$ cat src/rtl/music_note_decoder.sv
// Tone-line note decoder: measures rising-edge periods on audio_in, classifies them
// against the melody player's note table and reports each finished note with its length.
module music_note_decoder #(
    parameter int CLK_FREQ       = 25000000,
    parameter int TICK_HZ        = 1000,
    parameter int CONFIRM        = 3,
    parameter int TIMEOUT_CYCLES = 131071
) (
    input  logic        clk,
    input  logic        rst,
    input  logic        audio_in,
    output logic [3:0]  note_id,
    output logic        event_valid,
    output logic [3:0]  event_note,
    output logic [11:0] event_len
);

    localparam int          PRESCALE  = CLK_FREQ / TICK_HZ;
    localparam int          PW        = (PRESCALE > 32'sd1) ? $clog2(PRESCALE) : 32'sd1;
    localparam int          NUM_NOTES = 32'sd12;
    localparam logic [3:0]  REST      = 4'd15;
    localparam logic [16:0] TIMEOUT   = 17'(TIMEOUT_CYCLES);

    typedef enum logic [0:0] {WAIT_EDGE = 1'b0, MEASURE = 1'b1} state_t;

    // The table is defined at 25 MHz; other clock rates scale it proportionally.
    function automatic logic [16:0] note_period(input logic [3:0] idx);
        logic [63:0] base;
        case (idx)
            4'd0:    base = 64'd95555;
            4'd1:    base = 64'd85132;
            4'd2:    base = 64'd75843;
            4'd3:    base = 64'd71586;
            4'd4:    base = 64'd63776;
            4'd5:    base = 64'd56818;
            4'd6:    base = 64'd50619;
            4'd7:    base = 64'd47778;
            4'd8:    base = 64'd42566;
            4'd9:    base = 64'd37921;
            4'd10:   base = 64'd35793;
            4'd11:   base = 64'd31888;
            default: base = 64'd0;
        endcase
        return 17'((base * 64'(CLK_FREQ)) / 64'd25000000);
    endfunction

    function automatic logic [16:0] win_lo(input logic [3:0] idx);
        logic [16:0] t;
        t = note_period(idx);
        return t - {6'd0, t[16:6]};
    endfunction

    function automatic logic [16:0] win_hi(input logic [3:0] idx);
        logic [16:0] t;
        t = note_period(idx);
        return t + {6'd0, t[16:6]};
    endfunction

    logic          sync1_r, sync2_r, sync3_r;
    logic          edge_s;
    state_t        state_r, state_n_s;
    logic [16:0]   per_cnt_r;
    logic          cnt_clear_s, classify_s, timeout_s;
    logic [11:0]   hit_s;
    logic          match_ok_s;
    logic [3:0]    match_s;
    logic [3:0]    cand_r, cand_n_s;
    logic [2:0]    conf_r, conf_n_s;
    logic          chg_req_s, chg_r;
    logic [3:0]    chg_note_s, chg_note_r;
    logic [PW-1:0] presc_r;
    logic [11:0]   dur_r;

    // Two-flop synchroniser plus one delay stage for rising-edge detection
    always_ff @(posedge clk or posedge rst) begin
        if (rst) begin
            sync1_r <= 1'b0;
            sync2_r <= 1'b0;
            sync3_r <= 1'b0;
        end else begin
            sync1_r <= audio_in;
            sync2_r <= sync1_r;
            sync3_r <= sync2_r;
        end
    end

    assign edge_s = sync2_r & ~sync3_r;

    // State register and period counter; counter holds p at the next strobe
    always_ff @(posedge clk or posedge rst) begin
        if (rst) begin
            state_r   <= WAIT_EDGE;
            per_cnt_r <= 17'd0;
        end else begin
            state_r <= state_n_s;
            if (cnt_clear_s) begin
                per_cnt_r <= 17'd1;
            end else if (per_cnt_r != 17'h1FFFF) begin
                per_cnt_r <= per_cnt_r + 17'd1;
            end else begin
                per_cnt_r <= per_cnt_r;
            end
        end
    end

    // Next state and measurement strobes; an edge beats a simultaneous timeout
    always_comb begin
        state_n_s   = state_r;
        cnt_clear_s = 1'b0;
        classify_s  = 1'b0;
        timeout_s   = 1'b0;
        case (state_r)
            WAIT_EDGE: begin
                if (edge_s) begin
                    state_n_s   = MEASURE;
                    cnt_clear_s = 1'b1;
                end else begin
                    state_n_s = WAIT_EDGE;
                end
            end
            MEASURE: begin
                if (edge_s) begin
                    classify_s  = 1'b1;
                    cnt_clear_s = 1'b1;
                end else if (per_cnt_r == TIMEOUT) begin
                    timeout_s = 1'b1;
                    state_n_s = WAIT_EDGE;
                end else begin
                    state_n_s = MEASURE;
                end
            end
            default: state_n_s = WAIT_EDGE;
        endcase
    end

    // Window compare of the measured period against every note
    always_comb begin
        hit_s   = 12'd0;
        match_s = REST;
        for (int i = 32'sd0; i < NUM_NOTES; i++) begin
            hit_s[i] = (per_cnt_r >= win_lo(4'(i))) && (per_cnt_r <= win_hi(4'(i)));
            match_s  = hit_s[i] ? 4'(i) : match_s;
        end
        match_ok_s = |hit_s;
    end

    // Confirmation: a new note must repeat CONFIRM times; timeout forces REST at once
    always_comb begin
        cand_n_s   = cand_r;
        conf_n_s   = conf_r;
        chg_req_s  = 1'b0;
        chg_note_s = note_id;
        if (timeout_s) begin
            conf_n_s   = 3'd0;
            chg_req_s  = (note_id != REST);
            chg_note_s = REST;
        end else if (classify_s) begin
            if (!match_ok_s || (match_s == note_id)) begin
                conf_n_s = 3'd0;
            end else begin
                if (match_s == cand_r) begin
                    conf_n_s = conf_r + 3'd1;
                end else begin
                    cand_n_s = match_s;
                    conf_n_s = 3'd1;
                end
                if (conf_n_s == 3'(CONFIRM)) begin
                    chg_req_s  = 1'b1;
                    chg_note_s = match_s;
                    conf_n_s   = 3'd0;
                end else begin
                    chg_req_s = 1'b0;
                end
            end
        end else begin
            chg_req_s = 1'b0;
        end
    end

    // Candidate tracking and the one-cycle change request
    always_ff @(posedge clk or posedge rst) begin
        if (rst) begin
            cand_r     <= REST;
            conf_r     <= 3'd0;
            chg_r      <= 1'b0;
            chg_note_r <= REST;
        end else begin
            cand_r     <= cand_n_s;
            conf_r     <= conf_n_s;
            chg_r      <= chg_req_s;
            chg_note_r <= chg_note_s;
        end
    end

    // Duration ticks and registered note/event outputs
    always_ff @(posedge clk or posedge rst) begin
        if (rst) begin
            note_id     <= REST;
            event_valid <= 1'b0;
            event_note  <= REST;
            event_len   <= 12'd0;
            dur_r       <= 12'd0;
            presc_r     <= '0;
        end else if (chg_r) begin
            note_id     <= chg_note_r;
            event_valid <= 1'b1;
            event_note  <= note_id;
            event_len   <= dur_r;
            dur_r       <= 12'd0;
            presc_r     <= '0;
        end else begin
            event_valid <= 1'b0;
            if (presc_r == PW'(PRESCALE - 32'sd1)) begin
                presc_r <= '0;
                if (dur_r != 12'hFFF) begin
                    dur_r <= dur_r + 12'd1;
                end else begin
                    dur_r <= dur_r;
                end
            end else begin
                presc_r <= presc_r + PW'(1);
            end
        end
    end

endmodule

$ cat config.mk
export PLATFORM = sky130hd
export DESIGN_NAME = music_note_decoder
export DESIGN_NICKNAME = d
export VERILOG_FILES = /design/src/rtl/music_note_decoder.sv
export SDC_FILE = /design/constraint.sdc
export NUM_CORES = 1
export LEC_CHECK = 0
export BUFFER_PORTS_ARGS = -buffer_cell sky130_fd_sc_hd__buf_4
export CORE_ASPECT_RATIO = 0.5
export CORE_MARGIN = 2
export CORE_UTILIZATION = 45
export CTS_BUF_LIST = sky130_fd_sc_hd__clkbuf_4 sky130_fd_sc_hd__clkbuf_8 sky130_fd_sc_hd__clkbuf_16
export CTS_CLUSTER_SIZE = 40
export DETAILED_ROUTE_END_ITERATION = 10
export PLACE_DENSITY = 0.67
export SLEW_MARGIN = 20
export SYNTH_ARGS = -nofsm -noshare
export SYNTH_HDL_FRONTEND = slang
export SYNTH_SLANG_ARGS = --single-unit
$ cat constraint.sdc
create_clock -name clk -period 3.2 [get_ports clk]
set_input_delay 0.48 -clock clk [delete_from_list [all_inputs] [get_ports clk]]
set_output_delay 0.48 -clock clk [all_outputs]
set_load 0.01 [all_outputs]
== Word level (Yosys, flattened, before mapping) ==
Cells that the tools add are included.

* Flip-flop bits (word level): 81
* Bits in latches: 0
* Bits in writable memories: 0
* Memory bits (read-only): 0
* Bits of input ports: 3
* Output and inout port bits: 21
* Memories: 0

* $add $sub $neg: 4
* $mul: 0
* Divide/modulo/power cells: 0
* Magnitude comparators: 24
* Eq/ne operators: 8
* Shift operators: 0
* Mux-type cells: 44
* Bitwise logic cells: 6
* Reduce and logical (&&, ||, !) cells: 21

{| class="wikitable"
|+ Operators by type and width
! cell !! number
|-
| $ge A17 B16 Y1 const B || 7
|-
| $le A17 B16 Y1 const B || 7
|-
| $ge A17 B17 Y1 const B || 4
|-
| $le A17 B17 Y1 const B || 4
|-
| $mux W4 || 16
|-
| $mux W12 || 3
|-
| $mux W17 || 2
|-
| $mux W15 || 2
|-
| $mux W3 || 8
|-
| $add A17 B1 Y17 const B || 1
|-
| $eq A17 B17 Y1 const B || 1
|-
| $ge A17 B15 Y1 const B || 1
|-
| $le A17 B15 Y1 const B || 1
|-
| $ne A17 B17 Y1 const B || 1
|-
| $add A15 B1 Y15 const B || 1
|-
| $eq A15 B15 Y1 const B || 1
|-
| $add A12 B1 Y12 const B || 1
|-
| $logic_and A1 B1 Y1 || 12
|-
| $mux W1 || 12
|-
| $ne A12 B12 Y1 const B || 1
|-
| $reduce_or A12 Y1 || 1
|-
| $eq A4 B4 Y1 || 2
|-
| $reduce_bool A2 Y1 || 4
|-
| $not A1 Y1 || 5
|-
| 9 further kinds || 9
|}

== Logic depth before layout (Yosys ltp) ==
* Word-level depth: 24
* Mapped depth: 15
* Gate-level depth less buffers: 12

== Worst setup path after synthesis ==
OpenSTA, ideal clock, no wires.

* Path type: register to register
* Start point: reg per_cnt_r[1]
* End point: reg chg_note_r[0]
* Setup time: 0.075 ns
* Arrival: 3.041 ns
* Required time: 3.125 ns
* Slack: 0.084 ns
* Stages on the path, launching flop included: 15
* Buffers on the path: 2
* Cell sequence: dfrtp_1 > clkbuf_1 > inv_1 > ha_1 > or3b_1 > nor4_1 > nand2_1 > a32oi_1 > nor3b_1 > and3_1 > buf_2 > o41ai_2 > a31oi_4 > nand4_4 > mux2i_1

* Longest elaborated chain between the ends: 24

{| class="wikitable"
|+ Ends and longest elaborated chain
! item !! RTL line !! text
|-
| from (decl) || 62 || <nowiki>logic [16:0] per_cnt_r;</nowiki>
|-
| from (signal assigned) || 99 || <nowiki>per_cnt_r <= per_cnt_r + 17'd1;</nowiki>
|-
| from (signal assigned) || 101 || <nowiki>per_cnt_r <= per_cnt_r;</nowiki>
|-
| $ge A17 B17 Y1 or $le A17 B17 Y1 (tied branches) || 141 || <nowiki>hit_s[i] = (per_cnt_r >= win_lo(4'(i))) && (per_cnt_r <= win_hi(4'(i)));</nowiki>
|-
| $logic_and A1 B1 Y1 || 141 ||
|-
| $mux W4 (12 in a row) || 142 || <nowiki>match_s = hit_s[i] ? 4'(i) : match_s;</nowiki>
|-
| $eq A4 B4 Y1 || 161 || <nowiki>if (match_s == cand_r) begin</nowiki>
|-
| $mux W3 || 161 ||
|-
| $mux W3 || 158 || <nowiki>if (!match_ok_s || (match_s == note_id)) begin</nowiki>
|-
| $mux W3 || 157 || <nowiki>end else if (classify_s) begin</nowiki>
|-
| $mux W3 || 153 || <nowiki>if (timeout_s) begin</nowiki>
|-
| $eq A3 B2 Y1 || 167 || <nowiki>if (conf_n_s == 3'(CONFIRM)) begin</nowiki>
|-
| $mux W4 || 167 ||
|-
| $mux W4 || 158 ||
|-
| $mux W4 || 157 ||
|-
| $mux W4 * || 153 ||
|-
| named net chg_note_s[0] || 70 || <nowiki>logic [3:0] chg_note_s, chg_note_r;</nowiki>
|-
| to (signal assigned) || 191 || <nowiki>chg_note_r <= chg_note_s;</nowiki>
|-
| to (decl) || 70 ||
|}

Mark *: on every way through the listed nets, which the timed path passes. The rest lies on a longest branch. The select of a mux whose other input is x is not followed.
A chain may end at the register's enable or synchronous reset.

== Worst setup path after layout ==
* Start point: reg per_cnt_r[4]
* End point: reg conf_r[2]

* Longest elaborated chain between the ends: 24

{| class="wikitable"
|+ Ends and longest elaborated chain
! item !! RTL line !! text
|-
| $ge A17 B17 Y1 or $le A17 B17 Y1 (tied branches) || 141 ||
|-
| $logic_and A1 B1 Y1 || 141 ||
|-
| $mux W4 (12 in a row) || 142 ||
|-
| $eq A4 B4 Y1 || 161 ||
|-
| $mux W3 || 161 ||
|-
| $mux W3 || 158 ||
|-
| $mux W3 || 157 ||
|-
| $mux W3 || 153 ||
|-
| $eq A3 B2 Y1 || 167 ||
|-
| $mux W3 || 167 ||
|-
| $mux W3 || 158 ||
|-
| $mux W3 || 157 ||
|-
| $mux W3 || 153 ||
|-
| to (signal assigned) || 189 || <nowiki>conf_r <= conf_n_s;</nowiki>
|-
| to (decl) || 68 || <nowiki>logic [2:0] conf_r, conf_n_s;</nowiki>
|}

Several ways; a longest one is shown, not always the timed one. The select of a mux whose other input is x is not followed.

==> qor.txt <==
FINAL LAYOUT
-------------------------------------------------------------------------------------
Syn-to-layout area delta                                                        24.2%
End-of-flow core utilization                                                    57.9%
Count of filler cells inserted in the layout                                      921
Count of nets after finishing                                                     652
Ratio of cells with drive above 1 in the final layout                           32.0%
Final cell count without fillers                                                  792
Ant. Diodes                                                                         0

CLOCK TREE
-------------------------------------------------------------------------------------
Worst skew pair latency                                                        340 ps
Clock-pin slew on the worst setup and hold paths                                60 ps
H-tree lvl count                                                                    3
Clk sink count                                                                     81
CTS max path bufs                                                                   2
TritonCTS clock tree                                                             done
Cell chosen for the clock root                                           sky130_fd_sc_hd__clkbuf_16
Number of clock buffers inserted by TritonCTS                                       9

GLOBAL ROUTING
-------------------------------------------------------------------------------------
Via count of the first global-routing pass                                       4596
Global Route Usage Sum                                                          24.4%
Pin count of the biggest net entering global routing                               46
Wire length of the first global-routing pass                                  23.8 mm
Remaining Overflow, GRT                                                             0
Number of antenna violations at the first check in global routing                   0

YOSYS
-------------------------------------------------------------------------------------
Top cells by area in the synthesized netlist                             sky130_fd_sc_hd__dfrtp_1, sky130_fd_sc_hd__dfstp_2, sky130_fd_sc_hd__mux2_2
Post-synthesis share of cell area spent on and, or, nand and nor gates          25.5%
Share of synthesized area spent on multiplexers                                 6.15%
Fraction of the mapped netlist area in compound gates                           15.1%
Adder and majority gate portion of the synthesized area                         1.69%
Library cell occupying the most area in the post-synthesis netlist       sky130_fd_sc_hd__dfrtp_1
Syn Area/Cell                                                                9.09 µm²
Number of instances in the synthesized netlist                                    570
Combinational family with the most area after synthesis                  simple AND/OR/NAND/NOR gates
Share of the synthesized area in the top cell type                              31.4%
Number of nets produced by synthesis                                              580
Unique cell type count in the Yosys netlist                                        72
Post-synth EDFFs                                                                    0
Seq cells post-synth                                                               81
Proportion of synthesized flip-flops having asynchronous set or reset            100%
Mapped Area                                                               0.00518 mm²
Primary FF master, synth                                                 sky130_fd_sc_hd__dfrtp_1
Part of the Yosys area used for sequential elements                             39.5%
Post-Synth XOR/XNOR Area                                                        6.93%
Count of synthesis-stage warnings from yosys                                        0

TIMING
-------------------------------------------------------------------------------------
RSZ-0062 raised after global routing                                              yes
Max-slew violation count                                                            0
Hold slack                                                                     253 ps
Highest attainable clock frequency                                            318 MHz
Endpoints failing setup                                                             0
Final min period                                                              3150 ps
Worst-margin pin slew                                                          800 ps
Post-route fraction of the period consumed by the critical path                 98.4%
Fin Clk Skew                                                                  9.70 ps
Number of hold violations in the final report                                       0
Rel. slew slack                                                                 46.6%

WORST SETUP PATH
-------------------------------------------------------------------------------------
Launch point of the critical path                                        per_cnt_r[4]
Start-to-end type of the worst setup path                                flip-flop to flip-flop
Capture point of the worst path                                             conf_r[2]
Maximum fanout along the worst path                                                 6
Launching element type of the critical path                                 flip-flop
Data arrival time of the critical path                                        3410 ps
CP required                                                                   3460 ps
Reg-to-reg setup timing slack                                                   50 ps
Worst reg2reg endpoint                                                      conf_r[2]
Worst Reg2Reg Path Length in Cells                                                 12
Kind of end point of the critical path                                      flip-flop
Worst r2r src                                                            per_cnt_r[4]

DRT
-------------------------------------------------------------------------------------
Wire length per cell                                                          19.0 µm
Antenna-violating nets left                                                         0
Via count                                                                        4753
Router iterations before antenna repair                                             5
Drc violations                                                                      0
DRT Wirelength                                                                15.0 mm
Via density per instance                                                         6.00
Iteration-0 DRC Markers                                                           496

MIN PATH
-------------------------------------------------------------------------------------
Class of the worst hold path                                             input port to flip-flop

POWER AND IR DROP
-------------------------------------------------------------------------------------
PwrDens                                                                    387 mW/mm²
Maximum vdd drop                                                               305 µV
Static Leak                                                                   2.92 nW

FLOORPLANNING
-------------------------------------------------------------------------------------
Core ar.                                                                   0.0111 mm²
I/O Pins                                                                           24
Initial standard-cell utilization of the core                                   46.6%
Horizontal die dimension                                                       156 µm
Row count                                                                          27
Die area                                                                   0.0124 mm²
Chip height                                                                   79.9 µm

PLACED DESIGN
-------------------------------------------------------------------------------------
Number of buffers added on ports                                                   23
Count of placed standard cells including taps                                     755
Global placement routability congestion                                          1.02
Final HPWL DP                                                                 10.5 mm

OUTCOME
-------------------------------------------------------------------------------------
Result of the run                                                        finished clean

FLOW RUN
-------------------------------------------------------------------------------------
Max-Cap Viols                                                                       0

-- worst max-delay path, cell delays in order, from the launching register on --
cell,delay (ps)
sky130_fd_sc_hd__dfrtp_2,430
sky130_fd_sc_hd__buf_4,170
sky130_fd_sc_hd__or3_1,370
sky130_fd_sc_hd__a31o_1,240
sky130_fd_sc_hd__a211o_1,300
sky130_fd_sc_hd__a22oi_2,240
sky130_fd_sc_hd__nor3b_2,90
sky130_fd_sc_hd__and3_4,210
sky130_fd_sc_hd__a211o_1,340
sky130_fd_sc_hd__buf_4,150
sky130_fd_sc_hd__a31oi_2,260
sky130_fd_sc_hd__nand3b_1,120
sky130_fd_sc_hd__a31oi_1,160
-- layer usage --
layer	global-route usage, %	vias to the layer above	share of wire [%]
li1	-	2198	-
met1	32.5	2284	45
met2	38.2	214	44
met3	4.78	57	7.2
met4	12.3	0	3.9
met5	0	-	0
-- synthesized netlist by cell type (8+ instances only) --
cell type / instances
sky130_fd_sc_hd__xor2_1: 23
sky130_fd_sc_hd__nand4_1: 14
sky130_fd_sc_hd__or3_1: 8
sky130_fd_sc_hd__mux2_2: 23
sky130_fd_sc_hd__clkbuf_1: 14
sky130_fd_sc_hd__dfrtp_1: 65
sky130_fd_sc_hd__a31oi_1: 9
sky130_fd_sc_hd__xnor2_1: 18
sky130_fd_sc_hd__nand2_1: 35
sky130_fd_sc_hd__buf_2: 23
sky130_fd_sc_hd__dfstp_2: 16
sky130_fd_sc_hd__nor3_1: 14
sky130_fd_sc_hd__nor4_1: 8
sky130_fd_sc_hd__and3_1: 17
sky130_fd_sc_hd__nor2_1: 69
sky130_fd_sc_hd__nand3_1: 19
sky130_fd_sc_hd__o21ai_0: 18
sky130_fd_sc_hd__a21oi_1: 25
sky130_fd_sc_hd__inv_1: 14
sky130_fd_sc_hd__and2_1: 9
-- cell families after synthesis --
group,after synthesis
xor+xnor,41
fa+ha+maj,7
compound gates,109
simple gates,244
buf+inv,59
flops,81
mux,29
-- placed cells by master (no fill, tap or decap), drive strengths merged, types with 11 or more instances in the layout --
cell type	Yosys	final
a21oi	25	25
a31oi	10	11
and3	17	17
buf	31	104
clkbuf	14	12
dfrtp	65	65
dfstp	16	16
inv	14	16
mux2	23	23
nand2	35	35
nand3	19	19
nand4	15	15
nor2	69	69
nor3	14	14
o21ai	18	18
xnor2	18	18
xor2	23	23
-- registers in the layout (all words and copies together), names as in the netlist --
| signal | flops |
|---|---|
| per_cnt_r | 17 |
| presc_r | 15 |
| dur_r | 12 |
| event_len | 12 |
| cand_r | 4 |
| chg_note_r | 4 |
| event_note | 4 |
| note_id | 4 |
| conf_r | 3 |
| chg_r | 1 |
| event_valid | 1 |
| state_r | 1 |
| sync1_r | 1 |
| sync2_r | 1 |
| sync3_r | 1 |
-- worst min-delay path by stage --
stage | startpoint | to | slack [ps] | cells past startpoint
6_report | audio_in | sync1_r | 250 | 1
5_1_grt | audio_in | sync1_r | 240 | 1
4_1_cts | audio_in | sync1_r | 240 | 1
3_5_place_dp | sync1_r | sync2_r | 340 | 0
3_3_place_gp | sync1_r | sync2_r | 330 | 0
2_1_floorplan | sync1_r | sync2_r | 330 | 0
-- power by group --
part / switching (mW) / leakage, nW / internal [mW]
logic: 0.243 / 1.75 / 0.168
registers: 0.0415 / 1.02 / 1.05
clock network: 0.424 / 0.144 / 0.562
total: 0.709 / 2.92 / 1.78
-- stage by stage --
stage | area (µm²) | TNS, ps | worst slack (ps) | power (mW)
2_1_floorplan | 5180 | 0 | 84.0 | 1.31
3_3_place_gp | 5800 | -819 | -111 | 1.44
3_5_place_dp | 5800 | -637 | -135 | 1.43
4_1_cts | 6180 | 0 | 10.8 | 2.43
5_1_grt | 6440 | -371 | -90.4 | 2.57
6_report | 6440 | 0 | 51.8 | 2.49
-- final cells by class --
type	instances	area [µm²]	area share (%)
well taps	145	181	2.82
inverters	14	53.8	0.836
multi-input cells	431	3050	47.3
clock inverters	5	38.8	0.603
clock buffers	11	246	3.83
flip-flops and latches	81	2060	32.0
repair buffers	105	810	12.6
-- what timing repair did --
action | 4_1_cts | 5_1_grt
endpoints found under the setup margin | 10 | 13
hold buffers | 0 | 0
setup buffers | 1 | 19
pin swaps | 2 | 13
resized for setup | 13 | 34
cloned | 1 | 0
No activity file was read; power rests on OpenSTA's default activity.
